## src/rtl/btn_pkg.sv

```systemverilog
// Shared constants for the button debouncer: PULSE_MODE encodings and
// legal parameter limits.
package btn_pkg;

  localparam int PULSE_PRESS   = 0;
  localparam int PULSE_RELEASE = 1;
  localparam int PULSE_BOTH    = 2;

  localparam int MAX_CHANNELS  = 32;
  localparam int MAX_DEB       = 65535;

endpackage

```

## src/rtl/btn_chan.sv

```systemverilog
// One debouncer channel: two-flop synchroniser, a stable level, and a
// saturating counter that accepts a new level after DEB_CYCLES consecutive
// mismatching samples. Rise/fall strobes are registered with the level.
module btn_chan #(
  parameter int DEB_CYCLES = 16
) (
  input  logic clock,
  input  logic reset,
  input  logic btn_i,
  output logic level_o,
  output logic rise_o,
  output logic fall_o
);

  localparam int CW = $clog2(DEB_CYCLES) + 1;
  localparam logic [CW-1:0] CNT_MAX = CW'(DEB_CYCLES - 1);

  logic          sync1_q;
  logic          sync2_q;
  logic          level_q, level_d;
  logic [CW-1:0] cnt_q, cnt_d;
  logic          rise_q, rise_d;
  logic          fall_q, fall_d;

  // Next state: any sample matching the stable level clears the count; a run
  // of mismatches saturates at CNT_MAX, where the new level is taken and the
  // matching strobe is raised on the same edge.
  always_comb begin
    level_d = level_q;
    cnt_d   = '0;
    rise_d  = 1'b0;
    fall_d  = 1'b0;
    if (sync2_q != level_q) begin
      if (cnt_q == CNT_MAX) begin
        level_d = sync2_q;
        rise_d  = sync2_q;
        fall_d  = ~sync2_q;
      end else begin
        cnt_d = cnt_q + 1'b1;
      end
    end
  end

  // State registers; reset returns the channel to "released" with an empty count.
  always_ff @(posedge clock) begin
    if (reset) begin
      sync1_q <= 1'b0;
      sync2_q <= 1'b0;
      level_q <= 1'b0;
      cnt_q   <= '0;
      rise_q  <= 1'b0;
      fall_q  <= 1'b0;
    end else begin
      sync1_q <= btn_i;
      sync2_q <= sync1_q;
      level_q <= level_d;
      cnt_q   <= cnt_d;
      rise_q  <= rise_d;
      fall_q  <= fall_d;
    end
  end

  assign level_o = level_q;
  assign rise_o  = rise_q;
  assign fall_o  = fall_q;

endmodule

```

## src/rtl/btn_debouncer.sv

```systemverilog
// Multi-channel button debouncer top: input polarity correction, one
// btn_chan per button, pulse-mode selection, reset gating of strobes and
// an any-pressed summary.
module btn_debouncer
  import btn_pkg::*;
#(
  parameter int N_CH        = 4,
  parameter int DEB_CYCLES  = 16,
  parameter int ACTIVE_HIGH = 1,
  parameter int PULSE_MODE  = 0
) (
  input  logic            clock,
  input  logic            reset,
  input  logic [N_CH-1:0] btn_in,
  output logic [N_CH-1:0] btn_level,
  output logic [N_CH-1:0] btn_rise,
  output logic [N_CH-1:0] btn_fall,
  output logic [N_CH-1:0] btn_pulse,
  output logic            btn_any
);

  if (N_CH < 1 || N_CH > MAX_CHANNELS) begin : gen_bad_nch
    $error("btn_debouncer: N_CH out of range 1..32");
  end
  if (DEB_CYCLES < 1 || DEB_CYCLES > MAX_DEB) begin : gen_bad_deb
    $error("btn_debouncer: DEB_CYCLES out of range 1..65535");
  end
  if (ACTIVE_HIGH != 0 && ACTIVE_HIGH != 1) begin : gen_bad_pol
    $error("btn_debouncer: ACTIVE_HIGH must be 0 or 1");
  end

  logic [N_CH-1:0] btnPressed;
  logic [N_CH-1:0] riseRaw;
  logic [N_CH-1:0] fallRaw;
  logic [N_CH-1:0] pulseRaw;

  assign btnPressed = (ACTIVE_HIGH != 0) ? btn_in : ~btn_in;

  for (genvar i = 0; i < N_CH; i++) begin : gen_chan
    btn_chan #(
      .DEB_CYCLES(DEB_CYCLES)
    ) u_chan (
      .clock  (clock),
      .reset  (reset),
      .btn_i  (btnPressed[i]),
      .level_o(btn_level[i]),
      .rise_o (riseRaw[i]),
      .fall_o (fallRaw[i])
    );
  end

  // Pulse source selection; unknown modes fall back to press strobes.
  always_comb begin
    pulseRaw = riseRaw;
    case (PULSE_MODE)
      PULSE_RELEASE: pulseRaw = fallRaw;
      PULSE_BOTH:    pulseRaw = riseRaw | fallRaw;
      default:       pulseRaw = riseRaw;
    endcase
  end

  assign btn_rise  = riseRaw  & {N_CH{~reset}};
  assign btn_fall  = fallRaw  & {N_CH{~reset}};
  assign btn_pulse = pulseRaw & {N_CH{~reset}};
  assign btn_any   = |btn_level;

endmodule

```

## config.mk

```make
export PLATFORM = sky130hd
export DESIGN_NAME = btn_debouncer
export DESIGN_NICKNAME = d
export VERILOG_FILES = /design/src/rtl/btn_pkg.sv /design/src/rtl/btn_chan.sv /design/src/rtl/btn_debouncer.sv
export SDC_FILE = /design/constraint.sdc
export NUM_CORES = 1
export LEC_CHECK = 0
export CAP_MARGIN = 20
export CORE_MARGIN = 2
export CORE_UTILIZATION = 59
export CTS_BUF_LIST = sky130_fd_sc_hd__clkbuf_8
export DETAILED_ROUTE_END_ITERATION = 10
export PLACE_DENSITY = 0.86
export SYNTH_ARGS = -nofsm -noshare
export SYNTH_HDL_FRONTEND = slang
export SYNTH_HIERARCHICAL = 1
export SYNTH_SLANG_ARGS = --single-unit
```

## constraint.sdc

```tcl
create_clock -name clock -period 2.94 [get_ports clock]
set_input_delay 0.588 -clock clock [delete_from_list [all_inputs] [get_ports clock]]
set_output_delay 0.588 -clock clock [all_outputs]
set_load 0.02 [all_outputs]
```

==> impl_metrics.tcl <==
set metrics [dict create \
    synthCells 137 \
    drv_cap 0 \
    cts_buffers 5 \
    path_clk_slew_ns 0.07 \
    clock_sink_count 40 \
    synth-seq-area-share_pct 53.60 \
    r2r-start "gen_chan[3].u_chan/cnt_q[0]" \
    cts_hold_repair.buffers 0 \
    slew_headroom_pct 84.98 \
    postRouteAntennaNets 0 \
    start_util_pct 61.42 \
    grt_pass1_wl_um 3657 \
    fin_skew_ns 0.001409 \
    syn_nets 151 \
    postCtsSetupBuffers 0 \
    fmax_mhz 386.8 \
    dieHeight_um 54.32 \
    fillers 166 \
    finalCoreUtilization_pct 75.31 \
    tightest_slew_ns 0.2246 \
    setup_violations 0 \
    ys_warn_count 6 \
    drc 0 \
    clk_latency_ns 0.28 \
    yosysUniqueCellTypes 14 \
    path_class "input pin to output port" \
    synth_area_leaders "dfxtp_1 (54%), and4bb_2 (6.7%), ha_1 (6.7%)" \
    holdPathStages 1 \
    cts_resized 0 \
    first_pass_iters 4 \
    slew_viol_final 0 \
    numPortBuffers 22 \
    place_hpwl_um 1668 \
    cts_tree "done" \
    first_iter_violations 9 \
    die_area_sq_mm 0.002951 \
    drive_gt1_share_pct 11.59 \
    nNetsFinal 177 \
    ff2ff_path_depth 5 \
    start_kind "input pin" \
    ys_ff_latch 40 \
    synthDominantCellAreaShare_pct 53.60 \
    clockRootBuffer "clkbuf_8" \
    final_common_cell "dfxtp_1" \
    clockBufferDepth 2 \
    synth_top_area_cell "dfxtp_1" \
    crit_path_start "reset" \
    grt_util_all_layers_pct 18.20 \
    avgRoutedWirePerCell_um 11.70 \
    cts.htree.levels 2 \
    p_leak_nw 0.7030 \
    place_congestion 0.6760 \
    r2r_slack_ns 1.35 \
    wl_um 2269 \
    fin_crit_sh_pct 87.93 \
    total_power_mw 0.9295 \
    hold_viol 0 \
    reg2reg_to "gen_chan[3].u_chan/cnt_q[2]" \
    critPathRequiredTime_ns 2.35 \
    setup_tns_ns 0 \
    syn_area_per_cell_sq_um 10.90 \
    period_needed_ns 2.585 \
    grt_pass1_vias 844 \
    core_area_sq_mm 0.002432 \
    status "finished, final reports clean" \
    vias 972 \
    power_per_cell_area_mw_per_mm2 507.4 \
    grt_max_degree 33 \
    diodes 0 \
    grt-ovfl-total 0 \
    mappedNetlistArea_sq_mm 0.001494 \
    num_rows 18 \
    layout_common_cells "dfxtp_1 (40), nor2_1 (24), clkdlybuf4s50_1 (22)" \
    ios 23 \
    worstPathArrival_ns 2.00 \
    vias_per_cell 5.010 \
    hp-class "register to register" \
    endpoint "btn_pulse[3]" \
    path_max_fanout 32 \
    antenna_found_initial 0 \
    die_x_um 54.32 \
    crit_path_end_kind "output port" \
    ir_drop_v 0.0005706 \
    rsz0062_at_grt "false" \
    syn_to_final_growth_pct 22.61 \
]
cells by family (layout without fill, tap and decap cells):
group | count (synthesis) | after routing | share of synthesized area [%]
multiplexers | 4 | 4 | 2.680
AND/OR/NAND/NOR | 61 | 61 | 25.96
flip-flops | 40 | 40 | 53.60
XOR/XNOR | 12 | 12 | 7.035
adder cells (fa/ha/maj) | 8 | 8 | 6.700
buffers and inverters | 12 | 39 | 4.020
through the flow:
stage | hold slack [ns] | instances | area, sq um | setup slack [ns]
final | 0.4457 | 194 | 1832 | 0.3548
after global placement | 0.4187 | 186 | 1742 | 0.3757
after global routing | 0.4626 | 194 | 1832 | 0.2687
after detailed placement | 0.4361 | 186 | 1742 | 0.3381
after CTS | 0.4477 | 194 | 1832 | 0.3380
after floorplan | 0.4138 | 137 | 1494 | 1.204
cells in the mapped netlist:
library cell,count
nand3_1,4
xor2_1,4
nor2b_1,16
xnor2_1,8
ha_1,8
or4_1,1
nor2_1,24
buf_4,4
mux2i_1,4
and4bb_2,8
or3_4,4
dfxtp_1,40
and3_1,4
inv_1,8
metal layers:
layer	track usage [%]	routed length [um]
met1	20.38	946
met2	30.52	1200
met3	7.377	111
met4	7.500	10
met5	0	0
final cells by class:
class	instances	area, sq um	area share (%)
Clock inverter	2	7.507	0.4098
Tap cell	30	37.54	2.049
Timing Repair Buffer	23	240.2	13.11
Sequential cell	40	800.8	43.72
Clock buffer	6	82.58	4.508
Inverter	8	30.03	1.639
Multi-Input combinational cell	85	633.1	34.56
power by group:
part / internal [mW] / switching [mW] / leakage, nW / total, mW
Sequential: 0.548 / 0.00402 / 0.324 / 0.553
Combinational: 0.0169 / 0.0114 / 0.325 / 0.0283
Clock: 0.184 / 0.165 / 0.0538 / 0.349
Total: 0.749 / 0.180 / 0.703 / 0.929
sequential cells by signal (all words and copies together) (netlist names):
register	count
gen_chan.u_chan/fall_o	4
gen_chan.u_chan/cnt_q	20
gen_chan.u_chan/level_o	4
gen_chan.u_chan/sync2_q	4
gen_chan.u_chan/sync1_q	4
gen_chan.u_chan/rise_o	4
worst max-delay path, stage by stage:
cell,delay (ns)
clkdlybuf4s50_1,0.44
buf_12,0.18
nor2b_1,0.16
clkdlybuf4s50_1,0.63
worst min-delay path by stage:
stage | startpoint | to | slack, ns
3_3_place_gp | gen_chan[0].u_chan/sync1_q | gen_chan[0].u_chan/sync2_q | 0.42
5_1_grt | gen_chan[2].u_chan/cnt_q[0] | gen_chan[2].u_chan/cnt_q[0] | 0.46
2_1_floorplan | gen_chan[0].u_chan/sync1_q | gen_chan[0].u_chan/sync2_q | 0.41
4_1_cts | gen_chan[0].u_chan/cnt_q[0] | gen_chan[0].u_chan/cnt_q[0] | 0.45
6_report | gen_chan[2].u_chan/cnt_q[0] | gen_chan[2].u_chan/cnt_q[0] | 0.45
3_5_place_dp | gen_chan[2].u_chan/cnt_q[0] | gen_chan[2].u_chan/cnt_q[0] | 0.44
No activity file was read; power rests on OpenSTA's default activity.
